### src/rtl/hex_display_scan.sv
// Multiplexed 4-digit hex display scanner.
// A producer loads a 16-bit value through a ready/valid handshake into a
// pending register. The value only reaches the display register at a frame
// boundary (DIG3 -> DIG0), so a frame never shows a mix of two values.
// Each digit stays active for REFRESH_CYCLES clocks. digit_o and anode_o are
// registered and reload together whenever the slot changes.
module hex_display_scan #(
  parameter int REFRESH_CYCLES = 100000,
  parameter int NUM_DIGITS     = 4
) (
  input  logic                      clk_i,
  input  logic                      rst_ni,
  input  logic [4*NUM_DIGITS-1:0]   value_i,
  input  logic                      value_valid_i,
  output logic                      value_ready_o,
  input  logic                      lz_suppress_i,
  input  logic                      blank_i,
  output logic [3:0]                digit_o,
  output logic [NUM_DIGITS-1:0]     anode_o,
  output logic                      frame_done_o
);

  localparam int CNT_W = (REFRESH_CYCLES > 1) ? $clog2(REFRESH_CYCLES) : 1;
  localparam logic [CNT_W-1:0] CNT_LAST = CNT_W'(REFRESH_CYCLES - 1);

  typedef enum logic [1:0] {
    DIG0 = 2'd0,
    DIG1 = 2'd1,
    DIG2 = 2'd2,
    DIG3 = 2'd3
  } state_t;

  state_t                    r_state;
  state_t                    w_state_next;
  logic [1:0]                w_sel_next;
  logic [CNT_W-1:0]          r_refresh;
  logic                      w_wrap;
  logic                      w_boundary;
  logic                      w_transfer;
  logic                      w_promote;
  logic                      r_alive;
  logic [4*NUM_DIGITS-1:0]   r_pending;
  logic                      r_pending_full;
  logic [4*NUM_DIGITS-1:0]   r_display;
  logic [4*NUM_DIGITS-1:0]   w_display_next;
  logic [3:0]                w_nibble [NUM_DIGITS];
  logic [NUM_DIGITS-1:0]     w_hide;
  logic [NUM_DIGITS-1:0]     w_anode_next;
  logic [3:0]                w_digit_next;
  logic [NUM_DIGITS-1:0]     r_anode;
  logic [3:0]                r_digit;

  assign w_wrap     = (r_refresh == CNT_LAST);
  assign w_boundary = w_wrap && (r_state == DIG3);
  // Ready stays low through reset and until the first clock edge after it.
  assign value_ready_o = r_alive && !r_pending_full;
  assign w_transfer    = value_valid_i && value_ready_o;
  assign w_promote     = w_boundary && r_pending_full;
  // Value that the display register will hold after this edge; the output
  // registers reload from it so a new frame starts with the new value.
  assign w_display_next = w_promote ? r_pending : r_display;

  // Marks that at least one clock edge has passed since reset.
  always_ff @(posedge clk_i or negedge rst_ni) begin
    if (!rst_ni) r_alive <= 1'b0;
    else         r_alive <= 1'b1;
  end

  // Refresh counter: 0..REFRESH_CYCLES-1 then wrap, one slot per wrap.
  always_ff @(posedge clk_i or negedge rst_ni) begin
    if (!rst_ni)     r_refresh <= '0;
    else if (w_wrap) r_refresh <= '0;
    else             r_refresh <= r_refresh + 1'b1;
  end

  // Scan state register.
  always_ff @(posedge clk_i or negedge rst_ni) begin
    if (!rst_ni) r_state <= DIG0;
    else         r_state <= w_state_next;
  end

  // Scan next-state: advance one digit on every counter wrap.
  always_comb begin
    w_state_next = r_state;
    if (w_wrap) begin
      case (r_state)
        DIG0:    w_state_next = DIG1;
        DIG1:    w_state_next = DIG2;
        DIG2:    w_state_next = DIG3;
        default: w_state_next = DIG0;
      endcase
    end
  end

  assign w_sel_next = w_state_next;

  // Pending register: a transfer fills it; a boundary empties it into display.
  // A transfer can only happen while pending is empty, so a transfer on the
  // boundary edge simply lands in pending and waits for the next boundary.
  always_ff @(posedge clk_i or negedge rst_ni) begin
    if (!rst_ni) begin
      r_pending      <= '0;
      r_pending_full <= 1'b0;
    end else if (w_transfer) begin
      r_pending      <= value_i;
      r_pending_full <= 1'b1;
    end else if (w_boundary) begin
      r_pending_full <= 1'b0;
    end
  end

  // Display register: only updated at a frame boundary.
  always_ff @(posedge clk_i or negedge rst_ni) begin
    if (!rst_ni)        r_display <= '0;
    else if (w_promote) r_display <= r_pending;
  end

  // Per-digit nibble select and leading-zero blanking for the upcoming slot.
  // Digit 0 is never blanked, so a zero value still shows a single 0.
  genvar gi;
  generate
    for (gi = 0; gi < NUM_DIGITS; gi++) begin : g_digit
      assign w_nibble[gi] = w_display_next[4*gi +: 4];
      if (gi == 0) begin : g_first
        assign w_hide[gi] = 1'b0;
      end else begin : g_upper
        assign w_hide[gi] = lz_suppress_i &&
                            (w_display_next[4*NUM_DIGITS-1:4*gi] == '0);
      end
      assign w_anode_next[gi] = !((w_sel_next == 2'(gi)) && !w_hide[gi]);
    end
  endgenerate

  assign w_digit_next = w_nibble[w_sel_next];

  // Output registers reload only when a slot starts (and on the first edge
  // out of reset), so lz_suppress_i changes take effect at the next slot.
  always_ff @(posedge clk_i or negedge rst_ni) begin
    if (!rst_ni) begin
      r_anode <= '1;
      r_digit <= 4'h0;
    end else if (w_wrap || !r_alive) begin
      r_anode <= w_anode_next;
      r_digit <= w_digit_next;
    end
  end

  assign anode_o      = blank_i ? '1 : r_anode;
  assign digit_o      = r_digit;
  assign frame_done_o = w_boundary;

endmodule

### config.mk
export PLATFORM = sky130hd
export DESIGN_NAME = hex_display_scan
export DESIGN_NICKNAME = d
export VERILOG_FILES = /design/src/rtl/hex_display_scan.sv
export SDC_FILE = /design/constraint.sdc
export NUM_CORES = 1
export LEC_CHECK = 0
export ABC_AREA = 0
export CAP_MARGIN = 10
export CELL_PAD_IN_SITES_DETAIL_PLACEMENT = 1
export CELL_PAD_IN_SITES_GLOBAL_PLACEMENT = 1
export CORE_MARGIN = 3
export CORE_UTILIZATION = 48
export DETAILED_ROUTE_END_ITERATION = 8
export PLACE_DENSITY = 0.79
export SLEW_MARGIN = 0
export SYNTH_ARGS = -nofsm -noshare
export SYNTH_HDL_FRONTEND = slang
export SYNTH_SLANG_ARGS = --single-unit
### constraint.sdc
create_clock -name clk_i -period 4.8 [get_ports clk_i]
set_input_delay 0.96 -clock clk_i [delete_from_list [all_inputs] [get_ports clk_i]]
set_output_delay 0.96 -clock clk_i [all_outputs]
set_load 0.1 [all_outputs]
# --- Word-level counts from Yosys, hierarchy flattened ---
# Index checks and enable logic that the tools add are counted.
# Widths: inputs -> output; s select.
word_totals:
  regBits: 61
  latch_bits: 0
  ramBits: 0
  rom_bits: 0
  in_bits: 21
  output_inout_bits: 10
  wordCells: 54
  memories: 0
op_classes:
  add_sub_neg: 1
  mul: 0
  n_div: 0
  n_lt_le_gt_ge: 1
  n_eq_ne: 7
  shifts: 0
  mux: 10
  n_bitwise: 1
  reduce_logical: 26
ops:
  columns: ["cell", "count"]
  rows:
  - ["$add 17x1->17 const B", 1]
  - ["$eq 17x17->1 const B", 1]
  - ["$mux 17", 1]
  - ["$mux 16", 1]
  - ["$logic_not 12->1", 1]
  - ["$mux 4", 3]
  - ["$logic_and 1x1->1", 10]
  - ["$logic_not 1->1", 9]
  - ["$bmux 4 s2", 1]
  - ["$eq 2x2->1 const B", 4]
  - ["$logic_not 8->1", 1]
  - ["$pmux 2 s3", 1]
  - ["$eq 2x1->1 const B", 2]
  - ["$logic_not 2->1", 2]
  - ["$logic_not 4->1", 1]
  - ["$ge 3x3->1 const B", 1]
  - ["$not 2->3", 1]
  - ["$mux 1", 2]
  - ["$mux 2", 1]
  - ["$reduce_bool 2->1", 1]
  - ["$logic_or 1x1->1", 1]

# --- Depth between registers and ports, before layout ---
# Gate-level depths: netlist of run 1.
logic_depth:
  ltp_word: 9
  depth_mapped: 9
  ltp_nobuf: 8

# --- Worst setup path before layout of run 1 ---
# OpenSTA, ideal clock, no wires.
synth_timing:
  kind: "register -> output"
  startpoint: "reg r_refresh[13]"
  endpoint: "out frame_done_o"
  arrival_time_ns: 2.403
  required_time_ns: 3.840
  path_slack_ns: 1.437
  path_stages_with_launch: 5
  n_path_buf: 1
  cell_sequence: "dfrtp_1 > or4b_4 > nor4_4 > clkbuf_1 > and2_1"
synth_between:
  elab_chain_cells: 2
synth_lines:
  columns: ["element", "line", "text"]
  rows:
  - ["start: declaration", "36", "logic [CNT_W-1:0] r_refresh;"]
  - ["start signal: assignment", "73", "else r_refresh <= r_refresh + 1'b1;"]
  - ["$eq 17x17->1", "53", "assign w_wrap = (r_refresh == CNT_LAST);"]
  - ["$logic_and 1x1->1", "54", "assign w_boundary = w_wrap && (r_state == DIG3);"]
  - ["end: declaration", "20", "output logic frame_done_o"]
# No other way between the ends.

# --- Worst setup path in the final report of run 1 ---
# Ends and elaborated chain as after synthesis.

==> run metrics, run 1 <==
Synth Net Count=280; post_cts resized=0; first-pass GRT wire length=11.8 mm; pre-CTS setup slack=1770 ps; Pins Over Slew Limit=0; clock slew at reported path FFs=70 ps; crit path from=r_refresh[13]; Cell Chain, Critical Path=or4b_4 > nor4_4 > buf_4 > and2_1 > buf_4; r2r worst-path depth=7; pwr dens=320 nW/um^2; Setup WS post-layout=~1600 ps; drt first pass iters=4; CP most frequent cell=buf_4; number of synthesized flops with an enable pin=0; Final nets=314; RSZ-0062 raised after global routing=no; WL/cell=about 19 um; post-route setup TNS=0 ps; Synth Instances=between 200 and 300; Row Count=27; grt total ovfl=0; core area=5710 sq um; final setup violation count=0; most frequent cells in the layout=dfrtp_1 (57), mux2_2 (30), clkdlybuf4s50_1 (24), nor2_1 (22); Internal Power=859 uW; DRC=0; Syn-to-layout area delta=18.4%; ys flop type=dfrtp_1; CTS hold repair buffers=0; Critical Path Sink=frame_done_o; R2R Setup Slk=1730 ps; mean post-synth cell area=11.5 sq um; Reg-to-Reg End=digit_o[2]; Ys Warns=0; Async SR Flop Fraction=100%; Num CTS Buffers=9; CTS H-tree depth=3; Netlist cell types=44; final hold vios=0; CP Max Fanout=16; Die Wd=84.2 um; critical path arrival=between 2000 and 2500 ps; Worst Max-Slew Pin Slew=966 ps; Worst setup EP type=output pin; TritonCTS clock tree=built; post-layout min period=about 3200 ps; diodes inserted=0; setup bufs post-CTS=0; Via density=around 5.7; DIE HEIGHT=84.2 um; commonest non-fill, non-tap cell in the layout=dfrtp_1; 1st-iter DRT viols=62; RePlAce Congestion=0.807; peak supply drop=~0.00019 V; largest net degree at the start of global routing=62; I/O Buffers=30; hpwl dp=4.76 mm; clk sinks=61; Total GRT Usage=about a fifth; Final Skew=7.64 ps; final worst-path cycle share=67.7%; Cells after DPL=349; f_max=~300 MHz; Netlist Area Pre-Place=2930 sq um; fill count=595; Clock Tree Buf Depth=2; WS Path Type=reg2out; Vias=2095; Crit path required time=3840 ps; combinational share of power=5.7%; Non-Filler Instances=~370; Top Ports=31; Die Area=approximately 7000 sq um; fraction of layout cells with a size suffix above 1=23.9%; sw power=~250 uW; Yosys reg bits=61; final wirelength=7.00 mm; Root Buffer=clkbuf_8; clk_lat worst skew=roughly 340 ps; register share of total power=between 40% and 50%; FF+latch area=1530 sq um; worst r2r src=r_refresh[13]; max-cap violations=0; Slowest Stage Delay on Critical Path=570 ps; number of global-route vias before repair=2286; sequential-to-total area share from yosys stat=52.2%; type of the worst min-delay path=reg2reg; Sw Share=22.7%; status=complete, no violations; Slowest cell on crit path=or4b_4; Slew HR=35.4%; crit start category=register; initial core utilization=51.4%; clock power share=47.6%; leak pwr=1.67 nW; final core occ=60.8%; Multi-input gate area=1310 sq um; post-detailed-route count of antenna-violating nets=0; initial antenna violation count=0
routing by layer:
metal  up-vias  global-route usage (%)  part of all wire [%]
met3         9                    4.91                   3.2
met4         0                    8.77                   1.5
li1        982                       -                     -
met5         -                       0                     0
met1      1058                    29.0                    48
met2        46                    33.0                    48
stage by stage:
stage,cell area (sq um),power (mW),hold slack [ps]
after floorplan,2930,0.558,455
after detailed placement,3250,0.593,493
after global placement,3250,0.592,471
after CTS,3470,1.12,506
after global routing,3470,1.15,519
final,3470,1.11,507
synthesized netlist by cell type (all sizes together) (7+ instances only):
cell | count | area [sq um]
and3 | 7 | 45.1
xor2 | 8 | 70.1
o21ai | 13 | 65.1
nand2 | 11 | 41.3
dfrtp | 57 | 1430
nor2 | 22 | 82.6
nand3 | 10 | 50.1
a31oi | 7 | 43.8
mux2 | 33 | 379
a21oi | 13 | 65.1
cell type report:
class	count	area share [%]
Timing Repair Buffer	33	8.79
Multi-Input combinational cell	179	37.6
Tap cell	72	2.59
Inverter	4	0.432
Clock inverter	4	2.02
Sequential cell	61	44.1
Clock buffer	12	4.47
flip-flops by register name, indices dropped and copies added, names as in the netlist:
signal,count
r_pending_full,1
r_refresh,17
r_state,2
r_anode,4
r_pending,16
r_display,16
r_alive,1
digit_o,4
how the worst min path moves through the flow:
stage,startpoint,to,slack (ps),cells after the start
finish,r_anode[3],r_anode[3],510,2
global route,r_anode[3],r_anode[3],520,2
global placement,r_refresh[13],r_refresh[13],470,1
detailed placement,r_refresh[4],r_refresh[4],490,1
floorplan,r_refresh[0],r_refresh[0],450,1
CTS,r_refresh[4],r_refresh[4],510,1
critical path: cells and delay by family, from the launching register on:
| family | cells | cell delay [ps] |
|---|---|---|
| buf+inv | 2 | 540 |
| simple gates | 3 | 1010 |
| flops | 1 | 410 |
kinds of logic after synthesis:
| logic type | share of synthesized area (%) |
|---|---|
| XOR/XNOR | 4.18 |
| flip-flops | 52.2 |
| buffers and inverters | 3.28 |
| AND/OR/NAND/NOR | 14.2 |
| multiplexers | 14.3 |
| AO/OA/AOI/OAI | 9.56 |
| adder cells (fa/ha/maj) | 2.13 |
| other | 0.128 |
power groups by stage:
stage / Combinational (mW) / Sequential (mW) / Clock [mW]
global route: 0.0674 / 0.520 / 0.567
floorplan: 0.0126 / 0.546 / 0
detailed placement: 0.0637 / 0.529 / 0
global placement: 0.0625 / 0.529 / 0
CTS: 0.0640 / 0.519 / 0.535
finish: 0.0630 / 0.519 / 0.529
Note: power is estimated with default switching activity, not from simulation.
==> run 2: changes to the inputs <==
--- a/config.mk
+++ b/config.mk
@@ -10,9 +10,9 @@
 export CELL_PAD_IN_SITES_DETAIL_PLACEMENT = 1
 export CELL_PAD_IN_SITES_GLOBAL_PLACEMENT = 1
 export CORE_MARGIN = 3
-export CORE_UTILIZATION = 48
+export CORE_UTILIZATION = 41
 export DETAILED_ROUTE_END_ITERATION = 8
-export PLACE_DENSITY = 0.79
+export PLACE_DENSITY = 0.72
 export SLEW_MARGIN = 0
 export SYNTH_ARGS = -nofsm -noshare
 export SYNTH_HDL_FRONTEND = slang
==> constraint.sdc (replaced) <==
create_clock -name clk_i -period 2.7 [get_ports clk_i]
set_input_delay 0.54 -clock clk_i [delete_from_list [all_inputs] [get_ports clk_i]]
set_output_delay 0.54 -clock clk_i [all_outputs]
set_load 0.1 [all_outputs]
==> run metrics, run 2 (same netlist as run 1, synthesis figures left out) <==
number of global-route vias before repair=2304 (was 2286); max-cap violations=0 (unchanged); pre-CTS setup slack=94.4 ps (was 1770 ps); pwr dens=577 nW/um^2 (was 320 nW/um^2); Clock Tree Buf Depth=2 (unchanged); fraction of layout cells with a size suffix above 1=29.2% (was 23.9%); register share of total power=43.7% (was 46.8%); initial antenna violation count=0 (unchanged); Row Count=30 (was 27); grt total ovfl=0 (unchanged); Worst setup EP type=output pin (unchanged); max reg flops=17 (unchanged); Root Buffer=clkbuf_8 (unchanged); peak supply drop=0.000434 V (was 0.000192 V); RSZ-0062 raised after global routing=yes (was no); WS Path Type=reg2out (unchanged); CTS H-tree depth=3 (unchanged); Setup WS post-layout=24.5 ps (was 1550 ps); Final Skew=5.96 ps (was 7.64 ps); clock slew at reported path FFs=70 ps (about the same); R2R Setup Slk=160 ps (was 1730 ps); largest net degree at the start of global routing=37 (was 62); hpwl dp=4.88 mm (was 4.76 mm); leak pwr=1.76 nW (was 1.67 nW); worst r2r src=r_refresh[12] (was r_refresh[13]); Worst Max-Slew Pin Slew=756 ps (was 966 ps); TritonCTS clock tree=built (unchanged); core area=6870 sq um (was 5710 sq um); commonest non-fill, non-tap cell in the layout=dfrtp_1 (unchanged); Crit path required time=2160 ps (was 3840 ps); final hold vios=0 (unchanged); Final nets=322 (was 314); WL/cell=18.0 um (was 19.2 um); Reg-to-Reg End=digit_o[2] (unchanged); Tot Pwr=2.12 mW (was 1.11 mW); Die Wd=90.6 um (was 84.2 um); Critical Path Sink=frame_done_o (unchanged); status=complete, no violations (unchanged); Vias=2109 (was 2095); fill count=731 (was 595); Top Ports=31 (unchanged); clk sinks=61 (unchanged); initial core utilization=42.7% (was 51.4%); crit path from=r_refresh[6] (was r_refresh[13]); Sw Share=21.2% (was 22.7%); Num CTS Buffers=9 (unchanged); final setup violation count=0 (unchanged); f_max=374 MHz; Biggest register=r_refresh (unchanged); top flop regs=r_refresh (17), r_display (16), r_pending (16) (unchanged); final wirelength=7.15 mm (was 7.00 mm); clock power share=50.8% (was 47.6%); Syn-to-layout area delta=25.1% (was 18.4%); Via density=5.31 (was 5.74); sw power=450 uW (was 252 uW); I/O Buffers=30 (unchanged); type of the worst min-delay path=in2async (was reg2reg); CTS hold repair buffers=0 (unchanged); diodes inserted=0 (unchanged); DRC=0 (unchanged); combinational share of power=5.5% (was 5.7%); DIE HEIGHT=90.6 um (was 84.2 um); Pins Over Slew Limit=0 (unchanged); Total GRT Usage=18.3% (was 21.3%); post-layout min period=approximately 2700 ps; clk_lat worst skew=340 ps (about the same); crit start category=register (unchanged); RePlAce Congestion=0.862 (was 0.807); final worst-path cycle share=about 100%; post-detailed-route count of antenna-violating nets=0 (unchanged); CP Max Fanout=4 (was 16); r2r worst-path depth=6 (was 7); critical path arrival=2140 ps (was 2290 ps); 1st-iter DRT viols=51 (was 62); Internal Power=1.67 mW (was 859 uW); Die Area=8200 sq um (was 7080 sq um); drt first pass iters=4 (unchanged); first-pass GRT wire length=11.8 mm (about the same); most frequent cells in the layout=dfrtp_1 (55), mux2_2 (30), nor2_1 (22), clkdlybuf4s50_1 (19), buf_4 (15) (was dfrtp_1 (57), mux2_2 (30), clkdlybuf4s50_1 (24), nor2_1 (22)); Slew HR=49.2% (was 35.4%)
-- run 2: power by group through the flow --
| stage | combinational [mW] | sequential, mW | clock [mW] |
|---|---|---|---|
| 5_1_grt | 0.125 | 0.924 | 1.14 |
| 6_report | 0.117 | 0.924 | 1.08 |
| 3_5_place_dp | 0.119 | 0.942 | 0 |
| 2_1_floorplan | 0.0224 | 0.970 | 0 |
| 4_1_cts | 0.119 | 0.924 | 1.09 |
| 3_3_place_gp | 0.118 | 0.941 | 0 |
-- run 2: critical path, stage by stage, from the launching register on --
cell and delay [ps]:
dfrtp_2 430, or4b_4 560, nor4_4 310, buf_4 160, and2_4 160, buf_12 170
-- run 2: area by class of cell --
cell class / instances / area [sq um] / share of cell area, %
Clock buffer: 9 / 124 / 3.38
Clock inverter: 7 / 138 / 3.75
Inverter: 4 / 15.0 / 0.409
Multi-Input combinational cell: 179 / 1310 / 35.7
Sequential cell: 61 / 1530 / 41.8
Tap cell: 96 / 120 / 3.27
Timing Repair Buffer: 41 / 428 / 11.7
-- run 2: worst min path at each step --
stage / start / to / slack (ps) / cells past startpoint
final: rst_ni / r_pending[10] / 210 / 1
after global routing: rst_ni / r_pending[10] / 250 / 1
after CTS: rst_ni / r_pending[10] / 230 / 1
after detailed placement: r_refresh[0] / r_refresh[0] / 480 / 1
after global placement: r_refresh[13] / r_refresh[13] / 470 / 1
after floorplan: rst_ni / digit_o[0] / 240 / 0
-- run 2: per-layer routing --
| layer | share of wire (%) | GRT usage (%) |
|---|---|---|
| met5 | 0 | 0 |
| met4 | 1.1 | 6.51 |
| met3 | 2.8 | 3.92 |
| met2 | 50 | 30.3 |
| met1 | 46 | 23.7 |
-- run 2: through the flow --
step | instances | utilization, % | TNS (ps) | cell area, sq um | hold slack (ps)
detailed placement | 377 | 49.1 | 0 | 3370 | 484
floorplan | 254 | - | 0 | 2940 | 244
global placement | 377 | 49.1 | 0 | 3370 | 472
CTS | 394 | 53.0 | 0 | 3640 | 228
finish | 397 | 53.4 | 0 | 3670 | 211
global route | 397 | 53.4 | -45.5 | 3670 | 248
-- run 2: repair_timing --
item                                    in CTS  in global routing
gates resized for setup                      0                  4
endpoints found under the setup margin       1                  5
buffers inserted                             1                  3
pin swaps                                    0                  1
